File: src/rtl/snn_pkg.sv
// rtl/snn_pkg.sv - shared state type and default widths for windowed SNN blocks
package snn_pkg;

    typedef enum logic {
        IDLE  = 1'b0,
        COUNT = 1'b1
    } snn_state_t;

    // Same values the neuron threshold is derived from (threshold = 2^SNN_WINDOW_LOG2)
    localparam int SNN_WINDOW_LOG2 = 7;
    localparam int SNN_RATE_W      = 8;

endpackage

File: src/rtl/spike_window_timer.sv
// rtl/spike_window_timer.sv - free-running window cycle counter with last-cycle flag
module spike_window_timer
    import snn_pkg::*;
#(
    parameter int WINDOW_LOG2 = SNN_WINDOW_LOG2
) (
    input  logic clk,
    input  logic rst,
    input  logic clear,
    input  logic advance,
    output logic window_last
);

    logic [WINDOW_LOG2-1:0] wcnt;

    // Advancing past the last cycle wraps to 0, which starts the next window
    always_ff @(posedge clk) begin
        if (rst || clear) begin
            wcnt <= '0;
        end else if (advance) begin
            wcnt <= wcnt + WINDOW_LOG2'(1);
        end
    end

    assign window_last = (wcnt == {WINDOW_LOG2{1'b1}});

endmodule

File: src/rtl/spike_rate_decoder.sv
// rtl/spike_rate_decoder.sv - windowed spike counter with valid/ready rate output
// Optional smoothing of the output enabled by SPIKE_RATE_DECODER_EMA_EN.
module spike_rate_decoder
    import snn_pkg::*;
#(
    parameter int WINDOW_LOG2 = SNN_WINDOW_LOG2,
    parameter int OUT_W       = SNN_RATE_W
) (
    input  logic             clk,
    input  logic             rst,
    input  logic             enable,
    input  logic             spike_in,
    output logic [OUT_W-1:0] rate_value,
    output logic             rate_valid,
    input  logic             rate_ready,
    output logic             overrun,
    output logic             busy
);

    localparam int          CNT_W    = WINDOW_LOG2 + 1;
    localparam logic [31:0] RATE_MAX = (32'd1 << OUT_W) - 32'd1;

    snn_state_t       state;
    logic [CNT_W-1:0] scnt;
    logic [CNT_W-1:0] final_cnt;
    logic [31:0]      final_ext;
    logic [OUT_W-1:0] sat_cnt;
    logic [OUT_W-1:0] load_value;
    logic             window_last;
    logic             timer_clear;
    logic             timer_advance;
    logic             load;

    assign timer_clear   = (state == IDLE) || !enable;
    assign timer_advance = (state == COUNT) && enable;
    assign load          = timer_advance && window_last;

    spike_window_timer #(
        .WINDOW_LOG2(WINDOW_LOG2)
    ) u_timer (
        .clk        (clk),
        .rst        (rst),
        .clear      (timer_clear),
        .advance    (timer_advance),
        .window_last(window_last)
    );

    // The spike of the current cycle is folded in so the last-cycle spike is not lost
    assign final_cnt = scnt + CNT_W'(spike_in);
    assign final_ext = 32'(final_cnt);
    assign sat_cnt   = (final_ext > RATE_MAX) ? RATE_MAX[OUT_W-1:0] : final_ext[OUT_W-1:0];

`ifdef SPIKE_RATE_DECODER_EMA_EN
    // rate_value doubles as the ema register; only rst clears it
    logic           ema_seen;
    logic [OUT_W:0] ema_sum;

    assign ema_sum    = {1'b0, rate_value} + {1'b0, sat_cnt};
    assign load_value = ema_seen ? ema_sum[OUT_W:1] : sat_cnt;

    always_ff @(posedge clk) begin
        if (rst) begin
            ema_seen <= 1'b0;
        end else if (load) begin
            ema_seen <= 1'b1;
        end
    end
`else
    assign load_value = sat_cnt;
`endif

    always_ff @(posedge clk) begin
        if (rst) begin
            state      <= IDLE;
            scnt       <= '0;
            rate_value <= '0;
            rate_valid <= 1'b0;
            overrun    <= 1'b0;
            busy       <= 1'b0;
        end else begin
            overrun <= 1'b0;
            if (rate_valid && rate_ready) begin
                rate_valid <= 1'b0;
            end
            case (state)
                IDLE: begin
                    if (enable) begin
                        state <= COUNT;
                        busy  <= 1'b1;
                        scnt  <= '0;
                    end
                end
                COUNT: begin
                    if (!enable) begin
                        state <= IDLE;
                        busy  <= 1'b0;
                        scnt  <= '0;
                    end else if (window_last) begin
                        scnt       <= '0;
                        rate_value <= load_value;
                        rate_valid <= 1'b1;
                        overrun    <= rate_valid && !rate_ready;
                    end else begin
                        scnt <= final_cnt;
                    end
                end
                default: state <= IDLE;
            endcase
        end
    end

endmodule

File: config.mk
export PLATFORM = sky130hd
export DESIGN_NAME = spike_rate_decoder
export DESIGN_NICKNAME = d
export VERILOG_FILES = /design/src/rtl/snn_pkg.sv /design/src/rtl/spike_window_timer.sv /design/src/rtl/spike_rate_decoder.sv
export SDC_FILE = /design/constraint.sdc
export NUM_CORES = 1
export LEC_CHECK = 0
export CORE_MARGIN = 2
export CORE_UTILIZATION = 37
export DETAILED_ROUTE_END_ITERATION = 7
export DONT_BUFFER_PORTS = 1
export SLEW_MARGIN = 10
export SYNTH_ARGS = -nofsm -noshare
export SYNTH_HDL_FRONTEND = slang
export SYNTH_HIERARCHICAL = 1
export SYNTH_SLANG_ARGS = --single-unit
File: constraint.sdc
create_clock -name clk -period 3.8 [get_ports clk]
set_input_delay 0.76 -clock clk [delete_from_list [all_inputs] [get_ports clk]]
set_output_delay 0.76 -clock clk [all_outputs]
set_load 0.01 [all_outputs]
# ---- Yosys cells after proc, flatten, opt, wreduce, memory -nomap -nowiden
# Cells that the tools add are included.
# W data, S select, Z words.
dict set report word_totals {
  out_inout_bits 11
  elab_cells 39
  reg_bits 27
}
dict set report op_classes {
  magnitude_cmp 1
  eq_ne 3
  muxes 13
  n_bitwise 3
  reduce_logical 10
  add_sub_neg 2
}
# operator count
set op_table {}
lappend op_table {{$mux W8} 4}
lappend op_table {{$pmux W8 S2} 1}
lappend op_table {{$add A8 B1 Y8} 1}
lappend op_table {{$gt A8 B8 Y1 const B} 1}
lappend op_table {{$add A7 B1 Y7 const B} 1}
lappend op_table {{$eq A7 B7 Y1 const B} 1}
lappend op_table {{$mux W1} 7}
lappend op_table {{$ne A2 B2 Y1 const B} 2}
lappend op_table {{$reduce_or A4 Y1} 1}
lappend op_table {{$logic_and A1 B1 Y1} 3}
lappend op_table {{$not A1 Y1} 3}
lappend op_table {{$reduce_and A3 Y1} 1}
lappend op_table {{$logic_not A1 Y1} 2}
lappend op_table {{$logic_or A1 B1 Y1} 2}
lappend op_table {{$pmux W1 S2} 1}
lappend op_table {{$reduce_and A2 Y1} 1}

# ---- Logic depth before layout (Yosys ltp)
dict set report depth {
  depth_word 5
  ltp_mapped 8
  mapped_depth_nobuf 6
}

# ---- Cells and area by module
# The synthesis kept the hierarchy.
# module n_inst area_per_inst_um2 cells_each seq_area_each_um2
set by_module_without_submodules {}
lappend by_module_without_submodules {spike_rate_decoder 1 970.9 106 400.4}
lappend by_module_without_submodules {spike_window_timer 1 309.0 35 140.1}

# ---- Worst setup path before layout
# OpenSTA, ideal clock, no wires.
dict set report synth_timing {
  kind {input port to flip-flop}
  start {in enable}
  end {reg scnt[5]}
  setup_ps 74
  setup_slack_ps 1811
  arrival_ps 1914
  stages 5
  path_cell_list {inv_1 ha_1 nand4bb_4 or4_1 a31oi_1}
}
dict set report synth_via {
  elab_chain_cells 2
  word_cells_on_any_way 3
  cone_classes {eq/ne: 1; mux: 2}
}
# element line
set synth_lines {}
lappend synth_lines {{start, declared} spike_rate_decoder.sv:11} ;# input logic enable,
lappend synth_lines {{$mux W8} spike_rate_decoder.sv:94} ;# if (!enable) begin
lappend synth_lines {{$pmux W8 S2} spike_rate_decoder.sv:85} ;# case (state)
lappend synth_lines {{end signal, assigned} spike_rate_decoder.sv:104} ;# scnt <= final_cnt;
lappend synth_lines {{end, declared} spike_rate_decoder.sv:24} ;# logic [CNT_W-1:0] scnt;
# Several ways; a longest one is shown, not always the timed one.
# A chain may end at the register's enable or synchronous reset.

# ---- Final worst setup path
dict set report layout_timing {
  start {reg u_timer.wcnt[0]}
  end {reg rate_value[0]}
}
dict set report layout_via {
  elab_chain_cells 2
}
# element line
set layout_lines {}
lappend layout_lines {{start, declared} spike_window_timer.sv:14} ;# logic [WINDOW_LOG2-1:0] wcnt;
lappend layout_lines {{start signal, assigned} spike_window_timer.sv:21} ;# wcnt <= wcnt + WINDOW_LOG2'(1);
lappend layout_lines {{$eq A7 B7 Y1} spike_window_timer.sv:25} ;# assign window_last = (wcnt == {WINDOW_LOG2{1'b1}});
lappend layout_lines {{via window_last} spike_rate_decoder.sv:29} ;# logic window_last;
lappend layout_lines {{$reduce_and A3 Y1 (no source line)} --}
lappend layout_lines {{end signal, assigned} spike_rate_decoder.sv:100} ;# rate_value <= load_value;
lappend layout_lines {{end, declared} spike_rate_decoder.sv:13} ;# output logic [OUT_W-1:0] rate_value,
# The timed path passes the listed nets, and every way through them passes these cells.

==> results summary <==
The flow ran to the end, and the final reports show no timing, DRC or antenna violations. The cell count of the worst reg-to-reg path is 6. The number of pins exceeding their max-slew limit in the final report is 0. The total design power is 429.2 µW. The final setup violation count came out at 0. The total power per unit cell area came out at 326.4 nW/µm². The number of antenna violations at the first check in global routing came out at 0. The number of sinks on the clock net is 27. The remaining antenna violation count after routing came out at 0. The floorplan die area came out at 3946 µm².

The leakage power came out at 0.3814 nW. After routing, the total negative slack on setup checks comes to 0 ps. By instance count, the leading cell after synthesis is dfxtp_1. The initial utilization of the core area, before any placement, comes to 0.3836.

The endpoint identified for the worst register-to-register timing path is rate_value[0]. The data arrival time at the worst-slack endpoint is between 2000 and 2500 ps. The total half-perimeter wirelength after legalization and detailed placement is 1696 µm. The launch point of the worst reg-to-reg path is u_timer/wcnt[0].

The tree is rooted in a clkbuf_4. The final cell area excluding filler cells came out at 1315 µm². The tightest min-delay check is of the in -> reg type. In the global route stage, overall resource usage came out at 0.1224. The number of warning messages in the yosys log is 6.

The cell area after synthesis came out at 1280 µm². The number of placed I/O pins came out at 16. By area the synthesized netlist is led by dfxtp_1 42%, nor2_1 5.0%, ha_1 4.9%.

The total count of hold-check failures in the final report came out at 0. After filler insertion, the fill cell instance count of the layout stands at between 300 and 400. The end-of-flow core utilization is 0.3941. The relative slew slack came out at 0.6450.

The number of synthesized register bits came out at 27. The clock tree buffer depth came out at 2. The level count of the clock H-tree came out at 1. The overall overflow remaining after global route came out at 0. The clock reaches the later pin of the worst-skew pair after 330 ps. The post-CTS repair timing setup buffer count is 0. The peak supply drop came out at 0.1488 mV.

The post-synthesis sequential area ratio is 0.4223. The area inside the core boundary came out at 3337 µm². The post-synthesis cell type with the largest combined area is dfxtp_1. The cell count after synthesis came out at 141. The post-route clock period utilization is 0.4852. Clock-pin slew was measured on the worst setup and hold paths at 150 ps. The final weighted congestion in routability-driven placement is 0.8596.

The worst setup path is launched from a flip-flop. The average wire length per cell after detail routing is approximately 13 µm. Averaged over all synthesized cells, the footprint is 9.078 µm². The total nets after synthesis is roughly 150. The register-to-register setup slack is 1960 ps.

The setup path with the least slack is of type reg -> reg. The pre-antenna-repair detailed-routing pass consisted of 4 iterations. The worst setup skew after layout is between 10 and 15 ps. Setup repair after global routing left no endpoint under its margin. In the synthesized netlist the async set-or-reset flop fraction comes to 0.

Compared with the post-synthesis result, the final layout area differs by 2.737%. The largest fanout on the critical path came out at 15. The maximum number of pins on one net before global-route repair is 23. The DRC violation total after the first TritonRoute iteration came out at 66. By count the netlist is led by 27 x dfxtp_1, 17 x nor2_1, 9 x nand2_1.

The number of global-route vias before repair was 837. Buffers inserted during clock tree synthesis total 3. The floorplan die width came out at roughly 63 µm. The final layout contains routed wiring with a total length of 2321 µm. Hold timing on the final database bottoms out at a slack of 473.6 ps. The detail-routed via count per cell came out at 5.392. The share of layout cells above drive strength 1 is 0.07407.

The number of diodes is 0. The clock tree from TritonCTS is built. In this run the cell area measured after placement is roughly 1300 µm².

In this run the worst setup path begins at u_timer/wcnt[0]. The share of synthesized area in the top cell type comes to 0.4223. The layout net count came out at approximately 150. The required time at the worst-slack endpoint is 4030 ps.

For this run, the leading register cell type out of synthesis is dfxtp_1. The number of distinct library cells after synthesis is 34. The number of cell rows came out at 21. In the routed design, unresolved DRC markers number 0. The die is 62.82 µm tall. The number of gates given a new drive strength after cts is 0. The wire length of the first global-routing pass is 3884 µm. The slew at the pin closest to its max-slew limit is 532.5 ps. The final period demand of the worst path came out at 1844 ps.

The number of flops mapped to enable cells by yosys came out at 0. The via total after detailed routing is 976. The cts-stage hold buffer count came out at 0.

The count of max-cap constraint violations came out at 0. During placement, the flow inserted port buffers numbering 0. Static timing analysis puts the maximum clock frequency at 542.4 MHz. The destination of the critical timing path is rate_value[0].

The worst setup path is captured at a flip-flop.
worst min path at each step:
stage / startpoint / endpoint / slack, ps / depth (start not counted)
after global placement: u_timer/wcnt[6] / u_timer/wcnt[6] / 470 / 2
after floorplan: u_timer/wcnt[5] / u_timer/wcnt[5] / 460 / 2
final: rst / scnt[6] / 470 / 1
after global routing: rst / rate_valid / 440 / 1
after detailed placement: u_timer/wcnt[6] / u_timer/wcnt[6] / 480 / 2
after CTS: rst / scnt[6] / 460 / 1
metrics by stage:
step	cells	setup slack [ps]
floorplan	141	1811
global placement	177	1743
detailed placement	177	1704
CTS	181	1945
global route	181	1765
finish	181	1956
cells in the final DEF, fill, tap and decap left out, types with 2 or more instances in the layout:
| cell type | n |
|---|---|
| clkbuf_4 | 3 |
| mux2i_1 | 2 |
| nand4_1 | 3 |
| or3_1 | 5 |
| o21ai_0 | 6 |
| a31oi_1 | 3 |
| o211ai_1 | 3 |
| nand3_1 | 6 |
| a211oi_1 | 5 |
| nand2_1 | 9 |
| nor2_1 | 17 |
| inv_1 | 4 |
| ha_1 | 5 |
| xor2_1 | 6 |
| a311oi_1 | 6 |
| xnor2_1 | 2 |
| nand2b_1 | 3 |
| or4_1 | 4 |
| a21oi_1 | 5 |
| dfxtp_1 | 27 |
sequential cells by signal (all words and copies together), names as in the netlist:
name	cells
rate_valid	1
u_timer/wcnt	7
scnt	8
busy	1
state	1
rate_value	8
overrun	1
routing by layer:
layer  vias to the layer above  global-route usage  part of all wire
met5                         -                   0                 0
met4                         0             0.02500            0.0099
met3                         2             0.05405             0.066
met2                        19              0.1774              0.40
met1                       457              0.1678              0.52
li1                        498                   -                 -
kinds of logic (layout without fill, tap and decap cells):
family | Yosys count | in the layout | share of synthesized area
xor gates and xnor gates | 8 | 8 | 0.05474
adders and majority gates | 5 | 5 | 0.04888
AOI/OAI and AO/OA | 31 | 31 | 0.1662
and+or+nand+nor | 54 | 54 | 0.2395
DFF | 27 | 27 | 0.4223
buffers and inverters | 14 | 8 | 0.05277
muxes | 2 | 2 | 0.01564
final cells by class:
type                            count  area [µm²]  share of cell area
Inverter                            4       15.01             0.01142
Sequential cell                    27       540.5              0.4110
Tap cell                           46       57.56             0.04377
Clock inverter                      1       7.507            0.005709
Multi-Input combinational cell    100       671.9              0.5109
Clock buffer                        3       22.52             0.01713
worst max-delay path, cell delays in order (launching register included):
cell     delay (ps)
dfxtp_1         410
ha_1            220
nand3_1          90
nor2_1          210
and2_1          510
mux2i_1         260
nor2_1           50
report_power, final:
part	switching (mW)	internal (mW)	leakage [nW]
clock	0.0868	0.0403	0.0139
combinational	0.00800	0.00648	0.149
sequential	0.00249	0.285	0.218
total	0.0973	0.332	0.381
Note: power is estimated with default switching activity, not from simulation.
